`src/rtl/cpu_run_ctrl.sv`:
```
// cpu_run_ctrl: launches the CPU core from a debounced push-button and tracks its run.
//   Ports: clk/reset (sync, active-high); btn_in raw button; stopped from CPU;
//          start pulse to CPU; busy/done/fault status; cycle_count run length.
//   Optional run-length watchdog built only when RUN_WATCHDOG_EN is defined.
module cpu_run_ctrl #(
  parameter int DEBOUNCE_CYCLES = 16,
  parameter int CNT_W           = 16,
  parameter int ACK_TIMEOUT     = 8,
  parameter int WDOG_CYCLES     = 4096
) (
  input  logic             clk,
  input  logic             reset,
  input  logic             btn_in,
  input  logic             stopped,
  output logic             start,
  output logic             busy,
  output logic             done,
  output logic             fault,
  output logic [CNT_W-1:0] cycle_count
);

  localparam int DB_W = $clog2(DEBOUNCE_CYCLES + 1);
  localparam int TO_W = $clog2(ACK_TIMEOUT + 1);

  typedef enum logic [2:0] {
    S_IDLE,
    S_LAUNCH,
    S_WAIT_ACK,
    S_RUNNING,
    S_DONE
  } state_t;

  // ---------------- input path ----------------
  logic            sync1, sync2;
  logic            btn_db, btn_db_d;
  logic [DB_W-1:0] db_cnt;
  logic            press;

  // press is registered off the btn_db edge, so an accepted level change
  // reaches LAUNCH one edge after press: sync(2) + debounce(N) + press(1) + FSM(1).
  always_ff @(posedge clk) begin
    if (reset) begin
      sync1    <= 1'b0;
      sync2    <= 1'b0;
      btn_db   <= 1'b0;
      btn_db_d <= 1'b0;
      db_cnt   <= '0;
      press    <= 1'b0;
    end else begin
      sync1 <= btn_in;
      sync2 <= sync1;
      if (sync2 != btn_db) begin
        // N-th consecutive differing sample accepts the new level
        if (db_cnt == DB_W'(DEBOUNCE_CYCLES - 1)) begin
          btn_db <= sync2;
          db_cnt <= '0;
        end else begin
          db_cnt <= db_cnt + DB_W'(1);
        end
      end else begin
        db_cnt <= '0;  // bounce back to the accepted level restarts the count
      end
      btn_db_d <= btn_db;
      press    <= btn_db & ~btn_db_d;
    end
  end

  // ---------------- run FSM ----------------
  state_t            state, state_nxt;
  logic [TO_W-1:0]   to_cnt, to_nxt;
  logic [CNT_W-1:0]  cnt_nxt;
  logic              fault_nxt;

  always_ff @(posedge clk) begin
    if (reset) begin
      state       <= S_IDLE;
      to_cnt      <= '0;
      cycle_count <= '0;
      fault       <= 1'b0;
      start       <= 1'b0;
      busy        <= 1'b0;
      done        <= 1'b0;
    end else begin
      state       <= state_nxt;
      to_cnt      <= to_nxt;
      cycle_count <= cnt_nxt;
      fault       <= fault_nxt;
      // outputs are registered decodes of the next state so they move with it
      start       <= (state_nxt == S_LAUNCH);
      busy        <= (state_nxt == S_LAUNCH) || (state_nxt == S_WAIT_ACK) ||
                     (state_nxt == S_RUNNING);
      done        <= (state_nxt == S_DONE);
    end
  end

  always_comb begin
    state_nxt = state;
    to_nxt    = to_cnt;
    cnt_nxt   = cycle_count;
    fault_nxt = fault;
    case (state)
      S_IDLE: begin
        if (press) state_nxt = S_LAUNCH;
      end
      S_LAUNCH: begin
        state_nxt = S_WAIT_ACK;
      end
      S_WAIT_ACK: begin
        if (!stopped) begin
          state_nxt = S_RUNNING;
        end else if (to_cnt == TO_W'(ACK_TIMEOUT - 1)) begin
          // this is the ACK_TIMEOUT-th cycle still stopped
          state_nxt = S_DONE;
          fault_nxt = 1'b1;
        end else begin
          to_nxt = to_cnt + TO_W'(1);
        end
      end
      S_RUNNING: begin
        if (stopped) begin
          // halt wins over the watchdog; the halting cycle is not counted
          state_nxt = S_DONE;
          fault_nxt = 1'b0;
`ifdef RUN_WATCHDOG_EN
        end else if (cycle_count == CNT_W'(WDOG_CYCLES)) begin
          state_nxt = S_DONE;
          fault_nxt = 1'b1;
`endif
        end else if (cycle_count != {CNT_W{1'b1}}) begin
          cnt_nxt = cycle_count + CNT_W'(1);
        end
      end
      S_DONE: begin
        if (press) state_nxt = S_LAUNCH;
      end
      default: begin
        state_nxt = S_IDLE;
      end
    endcase
    // clearing on LAUNCH entry makes the cleared values visible during LAUNCH
    if (state_nxt == S_LAUNCH) begin
      cnt_nxt   = '0;
      fault_nxt = 1'b0;
      to_nxt    = '0;
    end
  end

endmodule

```
`config.mk`:
```
export PLATFORM = sky130hd
export DESIGN_NAME = cpu_run_ctrl
export DESIGN_NICKNAME = d
export VERILOG_FILES = /design/src/rtl/cpu_run_ctrl.sv
export SDC_FILE = /design/constraint.sdc
export NUM_CORES = 1
export LEC_CHECK = 0
export ABC_CLOCK_PERIOD_IN_PS = 1900
export CELL_PAD_IN_SITES_DETAIL_PLACEMENT = 1
export CELL_PAD_IN_SITES_GLOBAL_PLACEMENT = 1
export CORE_MARGIN = 2
export CORE_UTILIZATION = 40
export CTS_CLUSTER_SIZE = 28
export DETAILED_ROUTE_END_ITERATION = 8
export GPL_TIMING_DRIVEN = 0
export HOLD_SLACK_MARGIN = 0.15
export PLACE_DENSITY_LB_ADDON = 0.1
export SETUP_SLACK_MARGIN = 0.05
export SLEW_MARGIN = 15
export SYNTH_ARGS = -nofsm -noshare
export SYNTH_HDL_FRONTEND = slang
export SYNTH_SLANG_ARGS = --single-unit
```
`constraint.sdc`:
```
create_clock -name clk -period 1.9 [get_ports clk]
set_input_delay 0.285 -clock clk [delete_from_list [all_inputs] [get_ports clk]]
set_output_delay 0.285 -clock clk [all_outputs]
set_load 0.01 [all_outputs]
```
# After elaboration in Yosys (flattened, before gate mapping)
# Index checks and enable logic that the tools add are counted.
# totals
regBits	37
input_bits	4
out_inout_bits	20
wordCells	56
# op_classes
add_sub_neg	3
eq_ne	15
mux	9
bitwise_logic	5
reduce_logical	11
# op_table
op	count
16-bit by 1-bit adder with 16-bit output, second input constant	1
16-bit inequality test, second input constant	1
3-bit by 2-bit == test with 1-bit output, second input constant	4
3-bit 2-to-1 mux	4
3-bit one-hot mux with 4 select lines	1
3-bit by 1-bit == test with 1-bit output, second input constant	2
3-bit == test, second input constant	2
2-bit inequality test, second input constant	3
3-bit AND reduction	2
5-bit by 1-bit adder with 5-bit output, second input constant	1
5-bit by 4-bit == test with 1-bit output, second input constant	1
4-bit by 1-bit adder with 4-bit output, second input constant	1
4-bit by 3-bit == test with 1-bit output, second input constant	1
1-bit NOT	4
4-bit AND reduction	1
2-bit OR reduction	2
3-bit zero test	1
1-bit 2-to-1 mux	3
3-bit OR reduction	1
1-bit logical OR	2
1-bit one-hot mux with 2 select lines	1
2-bit AND reduction	1
2-bit nonzero test	1
1-bit AND	1
1-bit inequality test	1

# Longest topological paths before layout
# Gate-level depths: netlist of the first run.
# logic_depth
word_depth	7
depth_mapped	6
depth_no_buf	5

# Worst setup path after synthesis of the first run
# OpenSTA, ideal clock, no wires.
# synth_timing
path_type	register to register
from	register state[0]
to	register cycle_count[15]
setup_ps	71
arrival_ps	1625
t_required_ps	1829
setup_slack_ps	205
path_stages_with_launch	7
n_path_buf	2
period_less_slack_ps	1695
cell_sequence	dfxtp_1 > buf_4 > nand4bb_1 > buf_2 > or4_4 > or3_1 > a21oi_1
# synth_via
elab_chain_cells	5
elab_cells_between_ends	14
cone_classes	eq/ne: 5; mux: 5; reduce/logical: 4
# synth_lines
item	line_no	source
start, declared	69	state_t state, state_nxt;
start signal, assigned	84	state <= state_nxt;
3-bit == test, or another cell as far along	101	case (state)
2-bit OR reduction (no source line) or 3-bit 2-to-1 mux (tied branches)	--	
3-bit one-hot mux with 4 select lines	101	
3-bit by 1-bit == test with 1-bit output	141	if (state_nxt == S_LAUNCH) begin
2-bit OR reduction (no source line)	--	
end signal, assigned	86	cycle_count <= cnt_nxt;
end, declared	19	output logic [CNT_W-1:0] cycle_count
# Several ways; a longest one is shown, not always the timed one.
# A chain may end at the register's enable or synchronous reset.

# Final worst setup path of the first run
# layout_timing
from	register state[0]
to	register cycle_count[11]
# The elaborated chain is that of the path after synthesis.

==> results of run 1 <==
-- report_power, final --
group	total, uW	internal (uW)	switching, uW
Sequential	779	777	1.24
Combinational	31.1	11.9	19.2
Clock	662	381	281
Total	1470	1170	301
-- worst paths after layout --
check,start,cells after the start,slack [ps],endpoint
min reg2reg,btn_db_d,1,400,press
max reg2reg,state[0],6,150,cycle_count[11]
max,state[0],6,150,cycle_count[11]
min,btn_db_d,1,400,press
-- cells by family (layout without fill, tap and decap cells) --
logic type,count (synthesis),after routing,share of synthesized area
AO/OA/AOI/OAI,28,28,0.103
XOR/XNOR,6,6,0.0313
adder cells (fa/ha/maj),4,4,0.0298
buffers and inverters,12,43,0.0298
flip-flops,37,37,0.441
multiplexers,9,9,0.0537
AND/OR/NAND/NOR,92,92,0.311
-- metal layers --
layer,track usage,part of all wire,vias up
met5,0,0,-
met4,0.0858,0.016,0
met3,0.0552,0.032,8
met2,0.339,0.49,28
met1,0.233,0.46,739
li1,-,-,743
-- worst max-delay path, stage by stage, from the launching register on --
cell,delay [ps]
dfxtp_1,330
buf_6,140
nand4bb_1,100
buf_4,180
or4_4,460
or3_1,340
a21oi_2,140
-- cell usage in the layout, fill, tap and decap left out, drive strengths merged, types with 2 or more instances in the layout --
| cell | n |
|---|---|
| dfxtp | 37 |
| clkdlybuf4s50 | 21 |
| nor2 | 18 |
| nand2 | 15 |
| a21oi | 12 |
| or3 | 10 |
| clkbuf | 10 |
| nand3 | 9 |
| mux2i | 9 |
| nand4 | 7 |
| inv | 5 |
| xnor2 | 5 |
| nor2b | 5 |
| nor3 | 5 |
| or4 | 5 |
| o21ai | 4 |
| a211oi | 4 |
| o31ai | 4 |
| ha | 4 |
| buf | 4 |
| nor4 | 3 |
| and3 | 2 |
| or2 | 2 |
| nand3b | 2 |
| and4 | 2 |
| nor3b | 2 |
-- state kept, by name, summed over array words and instances (netlist names) --
register / cells
btn_db: 1
btn_db_d: 1
busy: 1
cycle_count: 16
db_cnt: 5
done: 1
fault: 1
press: 1
start: 1
state: 3
sync1: 1
sync2: 1
to_cnt: 4
-- final cells by class --
cell class                 count  area, um^2
fill                         479        1900
multi-input combinational    139         922
sequential                    37         747
timing repair buffer          24         234
clock buffer                   5        68.8
tap                           50        62.6
buffer                         7        38.8
clock inverter                 2        35.0
inverter                       5        18.8
-- stage by stage --
step | setup WS [ps] | util | TNS [ps] | power (uW)
3_5_place_dp | -375 | 0.487 | -2600 | 829
5_1_grt | 12.2 | 0.528 | 0 | 1520
3_3_place_gp | -337 | 0.487 | -2060 | 828
2_1_floorplan | 205 | - | 0 | 817
4_1_cts | 55.8 | 0.522 | 0 | 1490
6_report | 151 | 0.528 | 0 | 1470
-- repair_timing --
item,4_1_cts,5_1_grt
hold buffers,0,0
endpoints found under the setup margin,19,12
resized for setup,8,6
pin swaps,1,2
buffers inserted,1,1
==> summary by stage, run 1 <==
Run status
The flow ran to the end, and the final reports show no timing, DRC or antenna violations.

Route
The total wire length is just over 4 mm. Dividing the detail-routed via count by the number of cells gives ~5.6. After detailed routing, the average wire length per cell comes to 15.5 um.

Once detail routing completed, the nets flagged for antenna violations numbered 0. The routed layout has roughly 1,500 vias. The starting DRC count in detailed routing is 48. The remaining design rule violation count is 0. The first detailed-routing pass ran for 4 iterations.

Power
The maximum vdd drop is 0.464 mV. Power spread over the standard cell area amounts to roughly 690 mW/mm^2. Summed over all cells, the static leakage comes to around 0.00072 uW.

Timing
Setup violations remaining at the end of the flow were counted as 0. The final count of hold timing violations came to 0. In the finished design, the share of the clock period the worst path needs comes to 0.921. The number of slew-limit violations in the final report is 0. The maximum clock frequency is 572 MHz. In this run the tightest slew margin relative to its limit is 0.626.

The time the final worst path needs with I/O delays and setup is between 1500 and 2000 ps. The tightest hold path in the finished design has a slack of 399 ps. The maximum clock skew at final layout is 3.54 ps. For the pin with the worst max-slew slack, the measured transition is 558 ps. Setup repair after global routing could not meet its margin everywhere.

Floorplan
In this run the core area contains 23 standard-cell rows. The number of top-level design ports is 24. In this run the vertical extent of the chip is 68.8 um. The starting utilization of the core area is 0.417. In this run the horizontal extent of the chip is a little under 70 um. The die area is 0.00473 mm^2. The total area inside the core boundary comes to 0.00403 mm^2.

Placement
The count of buffers added on input and output ports is 22. The routability-driven placement congestion ratio is 0.858. Including well taps, the total number of placed cells is 260. The detailed placer's ending HPWL is 2.97 mm. The total cell area at the placement stage is 0.00196 mm^2.

Synthesis
Ranked by total cell area, the synthesized netlist is headed by dfxtp_1 (44%), mux2i_1 (5.4%), nor2_1 (4.0%), or3_1 (3.7%), a21oi_1 (3.6%). For this run, the register share of the synthesized area comes to 0.441. Sorting the synthesized cells by how often they occur yields dfxtp_1 (37), nor2_1 (18), nand2_1 (15). The average instance area after synthesis is 8.93 um^2. The most common cell in the synthesized netlist is dfxtp_1. The number of storage elements in the synthesis netlist is 37.

The fraction of synthesis flops using an asynchronous set or reset pin is 0. The total nets after synthesis is just under 200. The dominant cell type by area after synthesis is dfxtp_1. The number of distinct library cells after synthesis is 39. The number of enable-type register cells in the synthesized netlist is 0.

The primary flip-flop cell chosen by synthesis mapping is dfxtp_1. In the synthesized netlist, the number of instances is 188. In this run the cell area of the synthesized design comes to 0.00168 mm^2.

The Yosys step of the flow raised 0 warnings. The share of Yosys cell area claimed by the top area cell type is 0.441.

Worst setup path
The required time of the worst setup path is 2130 ps. Of all nets on the critical path, the largest fanout is 10. The endpoint kind of the worst setup timing path is a flop. The arrival time at the worst endpoint is 1980 ps. The kind of critical path is reg -> reg. The worst setup path is launched from a flop.

Finish
The area growth from synthesis to layout is 26.7%. After routing the design area is 0.00213 mm^2. The fraction of layout instances using a drive strength above 1 is 0.114. The final non-filler cell total is ~270. The total inserted antenna cells is 0. For this run, the post-layout net count is 227.

Clocking
The number of clock buffers added by TritonCTS is 5. The number of buffers on the longest clock path is 2. Clock-pin slew was measured on the worst setup and hold paths at 70 ps. In this run the clock root is driven by a clkbuf_8.

The H-tree was split into 2 levels. The total clock sinks is 37. TritonCTS built the clock tree. The clock reaches the later pin of the worst-skew pair after 290 ps.

Global routing
Entering global routing, the biggest net connects 12 pins. The number of global-route vias before repair is 1,450. The combined global-route utilization of all metal layers is 0.199.

The number of antenna violations at the first check in global routing is 0. The global-route wire length before repair is 6.84 mm. For this run the aggregate overflow at the end of global routing stands at 0.

Min path
The type of the most critical hold path is reg -> reg.

Run
The number of max-capacitance violations reported is 0.
Power figures use the tool's default switching activity.
==> run 2: changes to the inputs <==
--- a/config.mk
+++ b/config.mk
@@ -5,15 +5,14 @@
 export SDC_FILE = /design/constraint.sdc
 export NUM_CORES = 1
 export LEC_CHECK = 0
-export ABC_CLOCK_PERIOD_IN_PS = 1900
+export ABC_CLOCK_PERIOD_IN_PS = 2100
 export CELL_PAD_IN_SITES_DETAIL_PLACEMENT = 1
 export CELL_PAD_IN_SITES_GLOBAL_PLACEMENT = 1
 export CORE_MARGIN = 2
-export CORE_UTILIZATION = 40
+export CORE_UTILIZATION = 43
 export CTS_CLUSTER_SIZE = 28
 export DETAILED_ROUTE_END_ITERATION = 8
 export GPL_TIMING_DRIVEN = 0
-export HOLD_SLACK_MARGIN = 0.15
 export PLACE_DENSITY_LB_ADDON = 0.1
 export SETUP_SLACK_MARGIN = 0.05
 export SLEW_MARGIN = 15
==> constraint.sdc (replaced) <==
create_clock -name clk -period 2.1 [get_ports clk]
set_input_delay 0.315 -clock clk [delete_from_list [all_inputs] [get_ports clk]]
set_output_delay 0.315 -clock clk [all_outputs]
set_load 0.01 [all_outputs]
==> run 2 against run 1 <==
Against the previous run:
- first-iteration DRC count up 44%
- critical path type unchanged
- largest cell class unchanged
- clock skew is essentially flat
- hold slack worse by 7.8 ps
- utilization up 3.8 points
- cell area is 1.1% lower
- critical path depth shrank 2
- clock-buffer cell count is the same
- die area fell by 6.6%
- sequential cell count stayed put
- combinational power is 7.1% lower
- worst setup slack lost 25 ps
==> summary by stage, run 2 (synthesis results as in run 1) <==
Run status
The flow ran to the end, and the final reports show no timing, DRC or antenna violations.

Floorplan
The starting utilization of the core area is 0.452 (+0.0351). The width of the die is 66.5 um (-3.3%). The vertical die dimension is 66.5 um (-3.3%). The total core area is 0.00372 mm^2 (-7.8%). The number of top-level design ports came to 24 (unchanged). The number of core rows was 22 (-4.3%).

The die area came to 0.00442 mm^2 (-6.6%).

Clocking
The CTS tree is yes. The clock latency of the later-clocked register in the worst-skew pair came to 300 ps (about the same). The number of buffers on the longest clock path is 2 (unchanged).

The number of hold-repair buffers added at the cts stage is 0 (unchanged). The count of H-tree levels built during CTS is 2 (unchanged). The clock edge transition at the registers on the reported setup and hold paths was 80 ps (about the same). The number of CTS-inserted buffers came to 5 (unchanged). The total clock sinks is 37 (unchanged).

The tree is rooted in a clkbuf_8.

Timing
The headroom to the max-slew limit came to 0.621 (-0.00520). The maximum clock frequency was 507 MHz (-11%). The final count of hold timing violations was 0 (unchanged). The number of slew-limit violations in the final report was 0 (unchanged). The transition time at the pin with the least slew margin came to 566 ps (+7.77 ps).

The total of endpoints with negative setup slack in the final report is 0 (unchanged). The maximum clock skew at final layout is 3.90 ps (+0.368 ps). The time the final worst path needs with I/O delays and setup is 1970 ps (+225 ps). The share of the clock period used by the worst path is 0.940 (+0.0195). Setup repair after global routing could not meet its margin everywhere.

Finish
The most common cell after layout, fill and taps aside is dfxtp_1. Ranked by flip-flop count, first place goes to cycle_count. The library cells used most frequently in the layout, excluding fill and tap cells, are dfxtp_1 (37), clkdlybuf4s50_1 (21), nor2_1 (18).

The flip-flop count of the largest register, all copies and words added is 16 (unchanged). The total inserted antenna cells is 0 (unchanged). The largest registers in the layout are cycle_count x16, db_cnt x5, to_cnt x4. The total non-filler cell area in the finished layout was 0.00210 mm^2 (-1.1%). The fraction of layout instances using a drive strength above 1 is 0.0826 (-0.0316).

The area growth from synthesis to layout is 25.3%. The number of nets in the finished design came to 225 (-0.88%). The share of the core filled with cells was 0.566 (+0.0384).

Global routing
The number of global-route vias before repair was 1,512 (+4.3%). The largest net degree at the start of global routing is 14 (+2). The combined global-route utilization of all metal layers was 0.210 (+0.0107).

The global route total overflow came to 0 (unchanged). The number of antenna violations at the first check in global routing came to 0 (unchanged). The global-route wire length before repair came to 6.95 mm (+1.6%).

Min path
The hold path startpoint is btn_db_d. The worst hold path depth is 1 (unchanged). The worst hold path belongs to the class reg -> reg.

Run
The number of max-capacitance violations reported is 0 (unchanged).

Placement
The detailed placer's ending HPWL is 2.97 mm (-0.14%). The total cell area at the placement stage is 0.00196 mm^2 (-0.13%). The count of input and output buffers is 22 (unchanged). The routability-driven placement congestion ratio is 0.853 (-0.51%).

Route
The first-pass detailed-route iteration total came to 4 (unchanged). The remaining antenna violation count is 0 (unchanged). The routed wirelength normalized by instance count came to 15.6 um (+0.71%).

The starting DRC count in detailed routing is 69 (+44%). The remaining design rule violation count came to 0 (unchanged). The total wire length is 4.14 mm (-0.41%).

The via-per-instance ratio was 5.72 (+1.4%). The total vias in the final route came to 1,522 (+0.26%).

Power
The power consumption is 1360 uW (-7.5%). The power density over the cells came to 647 mW/mm^2 (-6.5%). The maximum vdd drop is 0.458 mV (-1.3%). The static power due to leakage is 0.000721 uW (-0.25%).

Worst setup path
The worst register-to-register path ends at cycle_count[15]. The kind of critical path is reg -> reg. The element type at the critical path start is a flop. The biggest cell delay along the critical path came to 670 ps (+210 ps). The arrival time at the worst endpoint is 2200 ps (+220 ps). The depth of the most critical reg-to-reg path is 4 (-2). STA classifies the critical path endpoint as a flop. The total buffers and inverters traversed by the critical path is 0 (-2). The register-to-register path setup slack is 130 ps (-30 ps). The launching element of the worst setup path is cycle_count[3]. The largest driver fanout on the critical path is 7 (-3). The number of cells on the critical path was 4 (-2).

The required time of the worst setup path was 2330 ps (+200 ps). The worst register-to-register path begins at cycle_count[3]. The cell family contributing the most delay on the critical path is simple AND/OR/NAND/NOR gates. Following the worst setup path forward leads to its endpoint at cycle_count[15]. Traced cell by cell, the critical path runs through nand4_1 -> or4_4 -> or3_1 -> a21oi_1. The slowest library cell on the worst path is or4_4.
## run 2: cell count changes in the layout (fill, tap and decap cells not counted), sizes merged
cell | before | now
buf | 4 | 1
clkbuf | 10 | 11
clkinvlp | 0 | 1
dlygate4sd2 | 1 | 0
dlymetal6s2s | 0 | 1
## run 2: area by class of cell
| class | count | area (um^2) |
|---|---|---|
| fillers | 433 | 1610 |
| multi-input cells | 139 | 912 |
| flip-flops and latches | 37 | 741 |
| repair buffers | 22 | 223 |
| clock buffers | 5 | 68.8 |
| well taps | 48 | 60.1 |
| clock inverters | 3 | 46.3 |
| plain buffers | 7 | 35.0 |
| inverters | 5 | 18.8 |
## run 2: power by group
part / total (uW) / switching (uW) / internal (uW) / leakage [uW]
registers: 705 / 1.34 / 703 / 0.000298
clock network: 627 / 272 / 355 / 0.0000543
logic: 28.9 / 17.7 / 11.3 / 0.000368
## run 2: worst min-delay path by stage
stage,end,slack [ps]
floorplan,press,370
global placement,press,370
detailed placement,press,380
CTS,press,390
global route,press,410
finish,press,390
## run 2: layer usage
| metal | vias up | GRT usage | routed length (um) |
|---|---|---|---|
| met4 | 0 | 0.0816 | 66 |
| met2 | 29 | 0.346 | 2090 |
| met5 | - | 0 | 0 |
| met3 | 6 | 0.0693 | 179 |
| li1 | 740 | - | - |
| met1 | 747 | 0.251 | 1810 |
## run 2: what timing repair did
item,4_1_cts,5_1_grt
gates resized for setup,1,6
endpoints found under the setup margin,5,15
hold endpoints to repair,0,0
cloned,0,0
setup buffers,0,0
## run 2: metrics by stage
stage	TNS (ps)	setup slack [ps]	cells	hold WS (ps)
after floorplan	0	405	188	367
after global placement	-420	-160	258	373
after detailed placement	-581	-194	258	382
after CTS	0	69.7	266	393
after global routing	0	16.5	266	405
final	0	126	266	392
==> run 3: changes to the inputs <==
--- a/config.mk
+++ b/config.mk
@@ -6,10 +6,11 @@
 export NUM_CORES = 1
 export LEC_CHECK = 0
 export ABC_CLOCK_PERIOD_IN_PS = 2100
-export CELL_PAD_IN_SITES_DETAIL_PLACEMENT = 1
-export CELL_PAD_IN_SITES_GLOBAL_PLACEMENT = 1
+export CELL_PAD_IN_SITES_DETAIL_PLACEMENT = 2
+export CELL_PAD_IN_SITES_GLOBAL_PLACEMENT = 2
 export CORE_MARGIN = 2
-export CORE_UTILIZATION = 43
+export CORE_UTILIZATION = 37
+export CTS_BUF_LIST = sky130_fd_sc_hd__clkbuf_4
 export CTS_CLUSTER_SIZE = 28
 export DETAILED_ROUTE_END_ITERATION = 8
 export GPL_TIMING_DRIVEN = 0
==> run 3 against run 2 <==
Against the previous run:
- first-iteration DRC count is 38% lower
- utilization is 9.4 points lower
- maximum frequency fell by 2.4%
- clock-buffer cell count stayed put
- wire length rose by 11%
- largest power group unchanged
- sequential cell count unchanged
- critical endpoint unchanged
==> summary by stage, run 3 (synthesis results as in run 1) <==
Timing
The worst hold slack was 349 ps (-42.3 ps). The headroom to the max-slew limit came to 0.602 (-0.0193). The maximum clock frequency was 494 MHz (-2.4%). The maximum clock skew at final layout was 16.4 ps (+12.5 ps). Setup repair after global routing could not meet its margin everywhere. The total of endpoints with negative setup slack in the final report is 0 (unchanged).

The time the final worst path needs with I/O delays and setup is 2020 ps (+49.2 ps). The share of the clock period used by the worst path was 0.964 (+0.0234). The transition time at the pin with the least slew margin is 595 ps (+28.8 ps). The final count of hold timing violations was 0 (unchanged). The number of slew-limit violations in the final report is 0 (unchanged).

Clocking
The clock edge transition at the registers on the reported setup and hold paths came to 130 ps (+50 ps). The number of hold-repair buffers added at the cts stage is 0 (unchanged). The clock latency of the later-clocked register in the worst-skew pair came to 370 ps (+70 ps). The number of buffers added for setup after CTS is 0 (unchanged). The count of H-tree levels built during CTS is 2 (unchanged).

The clock root buffer is clkbuf_4. The number of CTS-inserted buffers is 5 (unchanged). The number of buffers on the longest clock path was 2 (unchanged). The total clock sinks is 37 (unchanged).

TritonCTS built the clock tree.

Run
The number of max-capacitance violations reported is 0 (unchanged).

Finish
More flip-flops sit in one register than any other, and that register is cycle_count. In the layout the commonest cells are dfxtp_1 (36), clkdlybuf4s50_1 (22), nor2_1 (18). The number of nets in the finished design is 225 (unchanged). Leaving out fill and tap cells, the most frequent cell in the layout is dfxtp_1.

The largest registers in the layout are cycle_count x16, db_cnt x5, to_cnt x4. The total inserted antenna cells was 0 (unchanged). The final non-filler cell total is 270 (+1.5%). The flip-flop count of the largest register, all copies and words added is 16 (unchanged). The total non-filler cell area in the finished layout came to 0.00206 mm^2 (-2.3%).

The share of the core filled with cells is 0.472 (-0.0942). Compared with the post-synthesis result, the final layout area differs by 22.4%. The fraction of layout instances using a drive strength above 1 is 0.0872 (+0.00459).

Placement
The detailed placer's ending HPWL came to 3.42 mm (+15%). The routability-driven placement congestion ratio is 0.836 (-2.1%). The total cell area at the placement stage is 0.00196 mm^2 (+0.26%). The count of input and output buffers is 22 (unchanged). The count of placed standard cells including taps was 262 (+1.6%).

Worst setup path
The largest driver fanout on the critical path is 8 (+1). The required time of the worst setup path is 2390 ps (+60 ps). The depth of the most critical reg-to-reg path is 4 (unchanged). The worst setup path is launched from a flop.

The worst flop-to-flop path endpoint is cycle_count[15]. The register-to-register path setup slack was 80 ps (-50 ps). The launching element of the worst setup path is cycle_count[2]. The critical path is of the reg -> reg type. The worst setup path endpoint is cycle_count[15].

The worst setup path is captured at a flop. The worst register-to-register path begins at cycle_count[2]. The arrival time at the worst endpoint was 2310 ps (+110 ps).

Global routing
The global-route wire length before repair came to 7.98 mm (+15%). The largest net degree at the start of global routing is 14 (unchanged). The number of antenna violations at the first check in global routing was 0 (unchanged).

The global route total overflow is 0 (unchanged). The number of global-route vias before repair is 1,616 (+6.9%). The combined global-route utilization of all metal layers is 0.201 (-0.00849).

Route
The total vias in the final route is 1,517 (-0.33%). The remaining antenna violation count is 0 (unchanged). The first-pass detailed-route iteration total is 4 (unchanged).

The starting DRC count in detailed routing is 43 (-38%). The routed wirelength normalized by instance count is 17.1 um (+9.7%). The total wire length came to 4.61 mm (+11%).

The via-per-instance ratio came to 5.62 (-1.8%). The remaining design rule violation count is 0 (unchanged).

Floorplan
The number of top-level design ports is 24 (unchanged). The width of the die is 71.4 um (+7.3%). The die area is 0.00509 mm^2 (+15%).

The number of core rows is 24 (+9.1%). The total core area is 0.00435 mm^2 (+17%). The starting utilization of the core area is 0.386 (-0.0662). The vertical die dimension was 71.4 um (+7.3%).

Run status
The flow ran to the end, and the final reports show no timing, DRC or antenna violations.

Power
The maximum vdd drop is 0.325 mV (-29%). The power density over the cells was 552 mW/mm^2 (-15%). The static power due to leakage is 0.000685 uW (-5.0%).

Min path
The worst hold path depth came to 2 (+1). The type of the most critical hold path is in -> reg.
run 3: critical path: stages, from the launching register on:
cell,delay (ps)
dfxtp_1,480
nand4_1,320
or4_4,660
or3_1,340
a21oi_1,150
run 3: per-layer routing:
layer,GRT usage,part of all wire,vias to the layer above
li1,-,-,744
met1,0.265,0.46,744
met2,0.318,0.49,21
met3,0.0436,0.026,8
met4,0.0860,0.020,0
met5,0,0,-
run 3: worst min path at each step:
| stage | startpoint | end | slack [ps] |
|---|---|---|---|
| finish | reset | start | 350 |
| global route | btn_db_d | press | 410 |
| CTS | reset | start | 360 |
| detailed placement | btn_db_d | press | 370 |
| global placement | btn_db_d | press | 370 |
| floorplan | btn_db_d | press | 370 |
run 3: area by class of cell:
type | count | area [um^2]
clock buffers | 5 | 37.5
flip-flops and latches | 37 | 742
multi-input cells | 139 | 918
clock inverters | 3 | 21.3
inverters | 5 | 18.8
repair buffers | 22 | 220
plain buffers | 7 | 32.5
fillers | 483 | 2300
well taps | 52 | 65.1
run 3: power breakdown:
group	switching, uW	total, uW	internal (uW)
sequential	1.11	705	704
combinational	18.2	29.7	11.5
clock	267	400	132
total	287	1130	848
run 3: what timing repair did:
item                                    CTS  global route
pin swaps                                 0             0
endpoints found under the setup margin   14            19
resized for setup                         2             4
run 3: stage by stage:
step	power, uW	setup slack, ps	setup TNS [ps]
floorplan	739	405	0
global placement	750	-174	-469
detailed placement	751	-246	-1450
CTS	1150	67.2	0
global route	1180	-43.6	-43.6
finish	1130	76.6	0
